==> src/rtl/seg7_mux_driver.sv <==
// rtl/seg7_mux_driver.sv - multiplexed 7-segment display driver (optional blink via BLINK_EN)
module seg7_mux_driver #(
  parameter int N_DIGITS  = 4,
  parameter int SCAN_DIV  = 1000,
  parameter int BLINK_DIV = 64
) (
  input  logic                    clk,
  input  logic                    rst_n,
  input  logic                    load,
  input  logic [4*N_DIGITS-1:0]   digits_in,
  input  logic                    hex_mode,
  input  logic                    lz_blank,
`ifdef BLINK_EN
  input  logic [N_DIGITS-1:0]     blink_mask,
`endif
  output logic [6:0]              segments,
  output logic [N_DIGITS-1:0]     digit_sel
);

  localparam int CNT_W = $clog2(SCAN_DIV);
  localparam int IDX_W = $clog2(N_DIGITS);
  localparam logic [CNT_W-1:0] CNT_LAST = CNT_W'(SCAN_DIV - 1);
  localparam logic [IDX_W-1:0] IDX_LAST = IDX_W'(N_DIGITS - 1);

  logic [4*N_DIGITS-1:0] shadow;
  logic [CNT_W-1:0]      scan_cnt;
  logic [IDX_W-1:0]      idx;
  logic                  advance;
  logic [3:0]            cur_nibble;
  logic                  upper_zero;
  logic                  lz_hit;
  logic                  lz_off;
  logic                  blink_off;

  assign advance    = (scan_cnt == CNT_LAST);
  assign cur_nibble = shadow[4*idx +: 4];

  // Segment patterns in gfedcba order; hex letters only when hex_mode, else "F" as error mark.
  function automatic logic [6:0] decode(input logic [3:0] code, input logic hex);
    logic [6:0] pat;
    case (code)
      4'd0:    pat = 7'b0111111;
      4'd1:    pat = 7'b0000110;
      4'd2:    pat = 7'b1011011;
      4'd3:    pat = 7'b1001111;
      4'd4:    pat = 7'b1100110;
      4'd5:    pat = 7'b1101101;
      4'd6:    pat = 7'b1111101;
      4'd7:    pat = 7'b0000111;
      4'd8:    pat = 7'b1111111;
      4'd9:    pat = 7'b1101111;
      4'd10:   pat = hex ? 7'b1110111 : 7'b1110001;
      4'd11:   pat = hex ? 7'b1111100 : 7'b1110001;
      4'd12:   pat = hex ? 7'b0111001 : 7'b1110001;
      4'd13:   pat = hex ? 7'b1011110 : 7'b1110001;
      4'd14:   pat = hex ? 7'b1111001 : 7'b1110001;
      default: pat = 7'b1110001;
    endcase
    return pat;
  endfunction

  // Shadow register: captures a new display value on the load strobe.
  always_ff @(posedge clk or negedge rst_n) begin
    if (!rst_n) shadow <= '0;
    else if (load) shadow <= digits_in;
  end

  // Scan timer and digit index: each digit stays selected for SCAN_DIV cycles.
  always_ff @(posedge clk or negedge rst_n) begin
    if (!rst_n) begin
      scan_cnt <= '0;
      idx      <= '0;
    end else if (advance) begin
      scan_cnt <= '0;
      idx      <= (idx == IDX_LAST) ? '0 : idx + 1'b1;
    end else begin
      scan_cnt <= scan_cnt + 1'b1;
    end
  end

  // Leading-zero detect: walk from the top nibble down, tracking "everything so far is zero".
  always_comb begin
    upper_zero = 1'b1;
    lz_hit     = 1'b0;
    for (int i = N_DIGITS - 1; i >= 0; i--) begin
      if (shadow[4*i +: 4] != 4'd0) upper_zero = 1'b0;
      if (i == int'(idx)) lz_hit = upper_zero;
    end
  end

  // Digit 0 is always shown so an all-zero value still reads "0".
  assign lz_off = lz_blank && lz_hit && (idx != '0);

`ifdef BLINK_EN
  localparam int FRM_W = (BLINK_DIV > 1) ? $clog2(BLINK_DIV) : 1;
  localparam logic [FRM_W-1:0] FRM_LAST = FRM_W'(BLINK_DIV - 1);

  logic [FRM_W-1:0] frame_cnt;
  logic             blink_phase;

  // Frame counter advances once per full scan; phase flips every BLINK_DIV frames.
  always_ff @(posedge clk or negedge rst_n) begin
    if (!rst_n) begin
      frame_cnt   <= '0;
      blink_phase <= 1'b0;
    end else if (advance && (idx == IDX_LAST)) begin
      if (frame_cnt == FRM_LAST) begin
        frame_cnt   <= '0;
        blink_phase <= ~blink_phase;
      end else begin
        frame_cnt <= frame_cnt + 1'b1;
      end
    end
  end

  assign blink_off = blink_phase && blink_mask[idx];
`else
  assign blink_off = 1'b0;
`endif

  // Output register: digit enable and pattern for the digit currently indexed.
  always_ff @(posedge clk or negedge rst_n) begin
    if (!rst_n) begin
      segments  <= '0;
      digit_sel <= '0;
    end else begin
      digit_sel <= {{(N_DIGITS-1){1'b0}}, 1'b1} << idx;
      segments  <= (lz_off || blink_off) ? 7'd0 : decode(cur_nibble, hex_mode);
    end
  end

endmodule

==> config.mk <==
export PLATFORM = sky130hd
export DESIGN_NAME = seg7_mux_driver
export DESIGN_NICKNAME = d
export VERILOG_FILES = /design/src/rtl/seg7_mux_driver.sv
export SDC_FILE = /design/constraint.sdc
export NUM_CORES = 1
export LEC_CHECK = 0
export CELL_PAD_IN_SITES_DETAIL_PLACEMENT = 0
export CELL_PAD_IN_SITES_GLOBAL_PLACEMENT = 1
export CORE_UTILIZATION = 40
export DETAILED_ROUTE_END_ITERATION = 16
export PLACE_DENSITY = 0.83
export SYNTH_ARGS = -nofsm -noshare
export SYNTH_HDL_FRONTEND = slang
export SYNTH_SLANG_ARGS = --single-unit
==> constraint.sdc <==
create_clock -name clk -period 3.5 [get_ports clk]
set_input_delay 0.525 -clock clk [delete_from_list [all_inputs] [get_ports clk]]
set_output_delay 0.525 -clock clk [all_outputs]
set_load 0.005 [all_outputs]
; ---- Word-level counts from Yosys, hierarchy flattened
; Cells that the tools add are included.
[classes]
add_sub_neg = 2
n_eq_ne = 19
n_shift = 2
mux = 17
n_reduce_logical = 9
[op_table]
columns = op, count
row1 = $pmux W7 S15, 1
row2 = $eq A4 B4 Y1 const B, 7
row3 = $eq A4 B3 Y1 const B, 4
row4 = $reduce_bool A4 Y1, 4
row5 = $shiftx A16 B5 Y4, 1
row6 = $mux W7, 2
row7 = $add A10 B1 Y10 const B, 1
row8 = $eq A10 B10 Y1 const B, 1
row9 = $mux W10, 1
row10 = $eq A4 B2 Y1 const B, 2
row11 = $mux W1, 8
row12 = $mux W4, 2
row13 = $mux W6, 1
row14 = $eq A2 B2 Y1 const A, 2
row15 = $eq A4 B1 Y1 const B, 1
row16 = $logic_not A4 Y1, 1
row17 = $shl A1 B2 Y4 const A, 1
row18 = $mux W3, 1
row19 = $add A2 B1 Y2 const B, 1
row20 = $eq A1 B2 Y1 const A, 1
row21 = $eq A2 B2 Y1 const B, 1
row22 = $logic_and A1 B1 Y1, 2
row23 = $logic_not A2 Y1, 1
row24 = $mux W2, 1
row25 = $reduce_bool A2 Y1, 1
[totals]
regBits = 39
input_bits = 21
out_inout_bits = 11
wordCells = 54

; ---- Longest topological paths before layout
[depth]
depth_word = 9
mapped_depth = 7
ltp_nobuf = 6

; ---- Least setup slack after synthesis
; Ideal clock, no wire load.
[synth_path]
path_type = register to register
startpoint = reg idx[0]
endpoint = reg segments[3]
setup_time_ns = 0.087
arrival_time_ns = 1.710
required_time_ns = 3.413
setup_slack_ns = 1.703
stages_incl_launch_ff = 6
path_buffers = 1
synth_period_minus_slack_ns = 1.797
path_cell_list = dfrtp_1 > buf_6 > mux4_2 > or2_4 > a22o_1 > a211oi_2
[synth_between]
elab_chain_cells = 8
elab_cells_between_ends = 29
classes_between = eq/ne: 17 / shift: 1 / mux: 6 / reduce/logical: 5
[synth_lines]
columns = item, line_no
row1 = "start, declared", 27  ; logic [IDX_W-1:0] idx;
row2 = "start signal, assigned", 75  ; idx <= (idx == IDX_LAST) ? '0 : idx + 1'b1;
row3 = "parallel branches: the longest is 7 deep, another holds $shiftx A16 B5 Y4", n/a
row4 = $mux W7 (*), 128  ; segments <= (lz_off || blink_off) ? 7'd0 : decode(cur_nibble, hex_mode);
row5 = "end signal, assigned", 128
row6 = "end, declared", 16  ; output logic [6:0] segments,
; Every way passes the cells marked *.
; A chain may end at the register's enable or synchronous reset.

; ---- Worst setup path in the final report
[layout_path]
startpoint = reg idx[0]
endpoint = reg segments[6]
; Same word-level chain as after synthesis.

==> load_flow_metrics.sql <==
INSERT INTO impl_metrics (metric_group, metric, value, unit) VALUES
('setup_path', 'worst_setup_path_start_kind', 'flip-flop', ''),
('min_path', 'min_path_type', 'input port to async pin', ''),
('grt', 'grt_pass1_wl', '5940', 'µm'),
('grt', 'grtUsageTotal', '15.6', '%'),
('power', 'pwr_density_cell', '410', 'nW/µm²'),
('floorplanning', 'start_util', '42.3', '%'),
('clock_network', 'clkLatencyLatePin', '0.28', 'ns'),
('layout', 'final_layout_size_suffix_gt1_share', '16.7', '%'),
('grt', 'gr-total-overflow', '0', ''),
('layout', 'areaGrowthSynthToFinish', '22.0', '%'),
('setup_path', 'reg2reg_depth', '6', ''),
('layout', 'finalNetCount', '211', ''),
('setup_path', 'critical_path.cell_chain', 'inv_1 > ha_1 > nor2b_1 > a211oi_1 > a211oi_1 > nor3_1', ''),
('clock_network', 'cts_htree_levels', '2', ''),
('setup_path', 'worst_ep_required_time', '3.62', 'ns'),
('synthesis', 'synth.net_count', '181', ''),
('clock_network', 'cts.sink_count', '39', ''),
('sta', 'relSlewSlack', '32.3', '%'),
('floorplanning', 'floorplan.core_area', '4410', 'µm²'),
('drt', 'first_iter_violations', '56', ''),
('synthesis', 'synthDominantCellAreaShare', '52.3', '%'),
('setup_path', 'crit_path_top_delay_cell', 'sky130_fd_sc_hd__a211oi_1', ''),
('synthesis', 'synth-edff-count', '0', ''),
('synthesis', 'post_synth_main_area_contributors', 'sky130_fd_sc_hd__dfrtp_1, sky130_fd_sc_hd__mux2_2, sky130_fd_sc_hd__mux4_2', ''),
('setup_path', 'worst_path_largest_cell_delay', '0.85', 'ns'),
('sta', 'slew_at_the_pin_with_the_worst_max_slew_slack', '1.01', 'ns'),
('sta', 'tns', '0', 'ns'),
('drt', 'vias_per_cell', '5.40', ''),
('clock_network', 'ctsRootBufferMaster', 'sky130_fd_sc_hd__clkbuf_8', ''),
('floorplanning', 'floorplan.die.height', '70.3', 'µm'),
('synthesis', 'postSynthRegisterBits', '39', ''),
('floorplanning', 'die_x', '70.3', 'µm'),
('layout', 'finish.instance_area', '2280', 'µm²'),
('setup_path', 'worst_path_most_repeated_cell', 'sky130_fd_sc_hd__a211oi_1', ''),
('clock_network', 'cts_tree', 'done', ''),
('clock_network', 'tritoncts.num_buffers', '5', ''),
('drt', 'detail_route.wl_per_cell', '14.9', 'µm'),
('grt', 'pin_count_of_the_biggest_net_entering_global_routing', '40', ''),
('grt', 'initial_antenna_violation_count', '0', ''),
('setup_path', 'crit_path_end_kind', 'flip-flop', ''),
('placement', 'globalplace.congestion', '0.841', ''),
('setup_path', 'r2r_setup_slack', '1.23', 'ns'),
('sta', 'timing.final.setup_violations', '0', ''),
('synthesis', 'yosys.cell_types.count', '37', ''),
('setup_path', 'worst_r2r_startpoint', 'idx[0]', ''),
('synthesis', 'async_reset_ff_share', '100', '%'),
('synthesis', 'synth_ff_type', 'sky130_fd_sc_hd__dfrtp_1', ''),
('synthesis', 'synth_seq_area_share', '52.3', '%'),
('sta', 'setup_slack_after_layout', '1.23', 'ns'),
('clock_network', 'cts_hold_buf', '0', ''),
('synthesis', 'library_cell_with_the_highest_instance_count_after_synthesis', 'sky130_fd_sc_hd__dfrtp_1', ''),
('clock_network', 'cts.path.max_buffers', '2', ''),
('clock_network', 'post_cts_resize_count', '0', ''),
('sta', 'fin_worst_skew', '0.00612', 'ns'),
('setup_path', 'critPathMaxFanout', '9', ''),
('synthesis', 'synth_top_cells_by_count', 'sky130_fd_sc_hd__dfrtp_1, sky130_fd_sc_hd__mux2_2, sky130_fd_sc_hd__nor2_1, sky130_fd_sc_hd__a21oi_1, sky130_fd_sc_hd__nand2_1', ''),
('placement', 'post-place-ws', '1.28', 'ns'),
('sta', 'rsz0062_at_grt', 'no', ''),
('run', 'cap_violations', '0', ''),
('floorplanning', 'placementRows', '24', ''),
('outcome', 'outcome', 'completed', ''),
('placement', 'detailed_place.area', '2190', 'µm²'),
('synthesis', 'syn_area', '1870', 'µm²'),
('floorplanning', 'die_area', '4940', 'µm²'),
('drt', 'route.antenna.remaining_nets', '0', ''),
('power', 'leakagePower', '0.917', 'nW'),
('setup_path', 'cp_data_arrival_time', '2.40', 'ns'),
('clock_network', 'clkSlewWorstSetupHoldPaths', '0.07', 'ns'),
('sta', 'final.period_utilization', '64.9', '%'),
('sta', 'hold_viol_final', '0', ''),
('drt', 'detail_route.drc_violations', '0', '');
stage by stage:
| stage | std cells | power [mW] | util, % | hold WS [ns] |
|---|---|---|---|---|
| global placement | 230 | 0.651 | 49.7 | 0.444 |
| finish | 238 | 0.934 | 51.6 | 0.342 |
| CTS | 238 | 0.947 | 51.6 | 0.366 |
| detailed placement | 230 | 0.659 | 49.7 | 0.468 |
| global route | 238 | 0.979 | 51.6 | 0.409 |
| floorplan | 155 | 0.585 | - | 0.229 |
state kept, by name, indices dropped and copies added (netlist names):
register and cells:
digit_sel 4, idx 2, scan_cnt 10, segments 7
shadow 16
kinds of logic after synthesis:
family | Yosys count | share of synthesized area, %
multiplexers | 22 | 15.9
buffers and inverters | 13 | 3.22
XOR/XNOR | 10 | 4.69
flip-flops | 39 | 52.3
adder cells (fa/ha/maj) | 5 | 3.35
AND/OR/NAND/NOR | 44 | 12.5
AO/OA/AOI/OAI | 22 | 8.05
critical path: cells and delay by family, from the launching register on:
kind / cells / cell delay, ns
simple gates: 2 / 0.27
fa+ha+maj: 1 / 0.25
buf+inv: 1 / 0.12
compound gates: 2 / 0.91
flops: 1 / 0.55
how the worst max path moves through the flow:
stage	startpoint	end	slack (ns)	depth (start not counted)
3_3_place_gp	lz_blank	segments[4]	1.44	4
3_5_place_dp	idx[0]	segments[6]	1.28	6
5_1_grt	idx[0]	segments[2]	1.07	6
4_1_cts	idx[0]	segments[2]	1.24	6
6_report	idx[0]	segments[6]	1.23	6
2_1_floorplan	idx[0]	segments[3]	1.70	5
cell usage in the layout, fill, tap and decap left out, types with 2 or more instances in the layout:
cell and count:
sky130_fd_sc_hd__nor3_1 3, sky130_fd_sc_hd__dfrtp_1 39, sky130_fd_sc_hd__inv_1 5, sky130_fd_sc_hd__nand2b_1 3
sky130_fd_sc_hd__nor2_1 12, sky130_fd_sc_hd__clkbuf_1 2, sky130_fd_sc_hd__nor4_1 4, sky130_fd_sc_hd__a21oi_1 9
sky130_fd_sc_hd__nand2_1 8, sky130_fd_sc_hd__nor2b_1 3, sky130_fd_sc_hd__clkbuf_8 5, sky130_fd_sc_hd__nor4b_1 2
sky130_fd_sc_hd__a211oi_1 4, sky130_fd_sc_hd__clkdlybuf4s50_1 30, sky130_fd_sc_hd__ha_1 5, sky130_fd_sc_hd__mux2_2 18
sky130_fd_sc_hd__xor2_1 4, sky130_fd_sc_hd__nand3_1 3, sky130_fd_sc_hd__xnor2_1 6, sky130_fd_sc_hd__mux4_2 3
area by class of cell:
cell class	count	area [µm²]
clock buffer	7	76.3
fill	357	2140
tap	52	65.1
inverter	5	18.8
multi-input combinational	103	830
sequential	39	976
timing repair buffer	31	305
clock inverter	1	5.00
metal layers:
metal | track usage, % | vias to the layer above | part of all wire [%]
li1 | - | 608 | -
met1 | 18.4 | 636 | 42
met2 | 27.2 | 34 | 53
met3 | 4.33 | 7 | 3.7
met4 | 5.33 | 0 | 1.4
met5 | 0 | - | 0
report_power, final:
part,switching (mW),internal [mW]
clock,0.145,0.140
combinational,0.0614,0.0871
sequential,0.0186,0.482
total,0.225,0.709
Power figures use the tool's default switching activity.
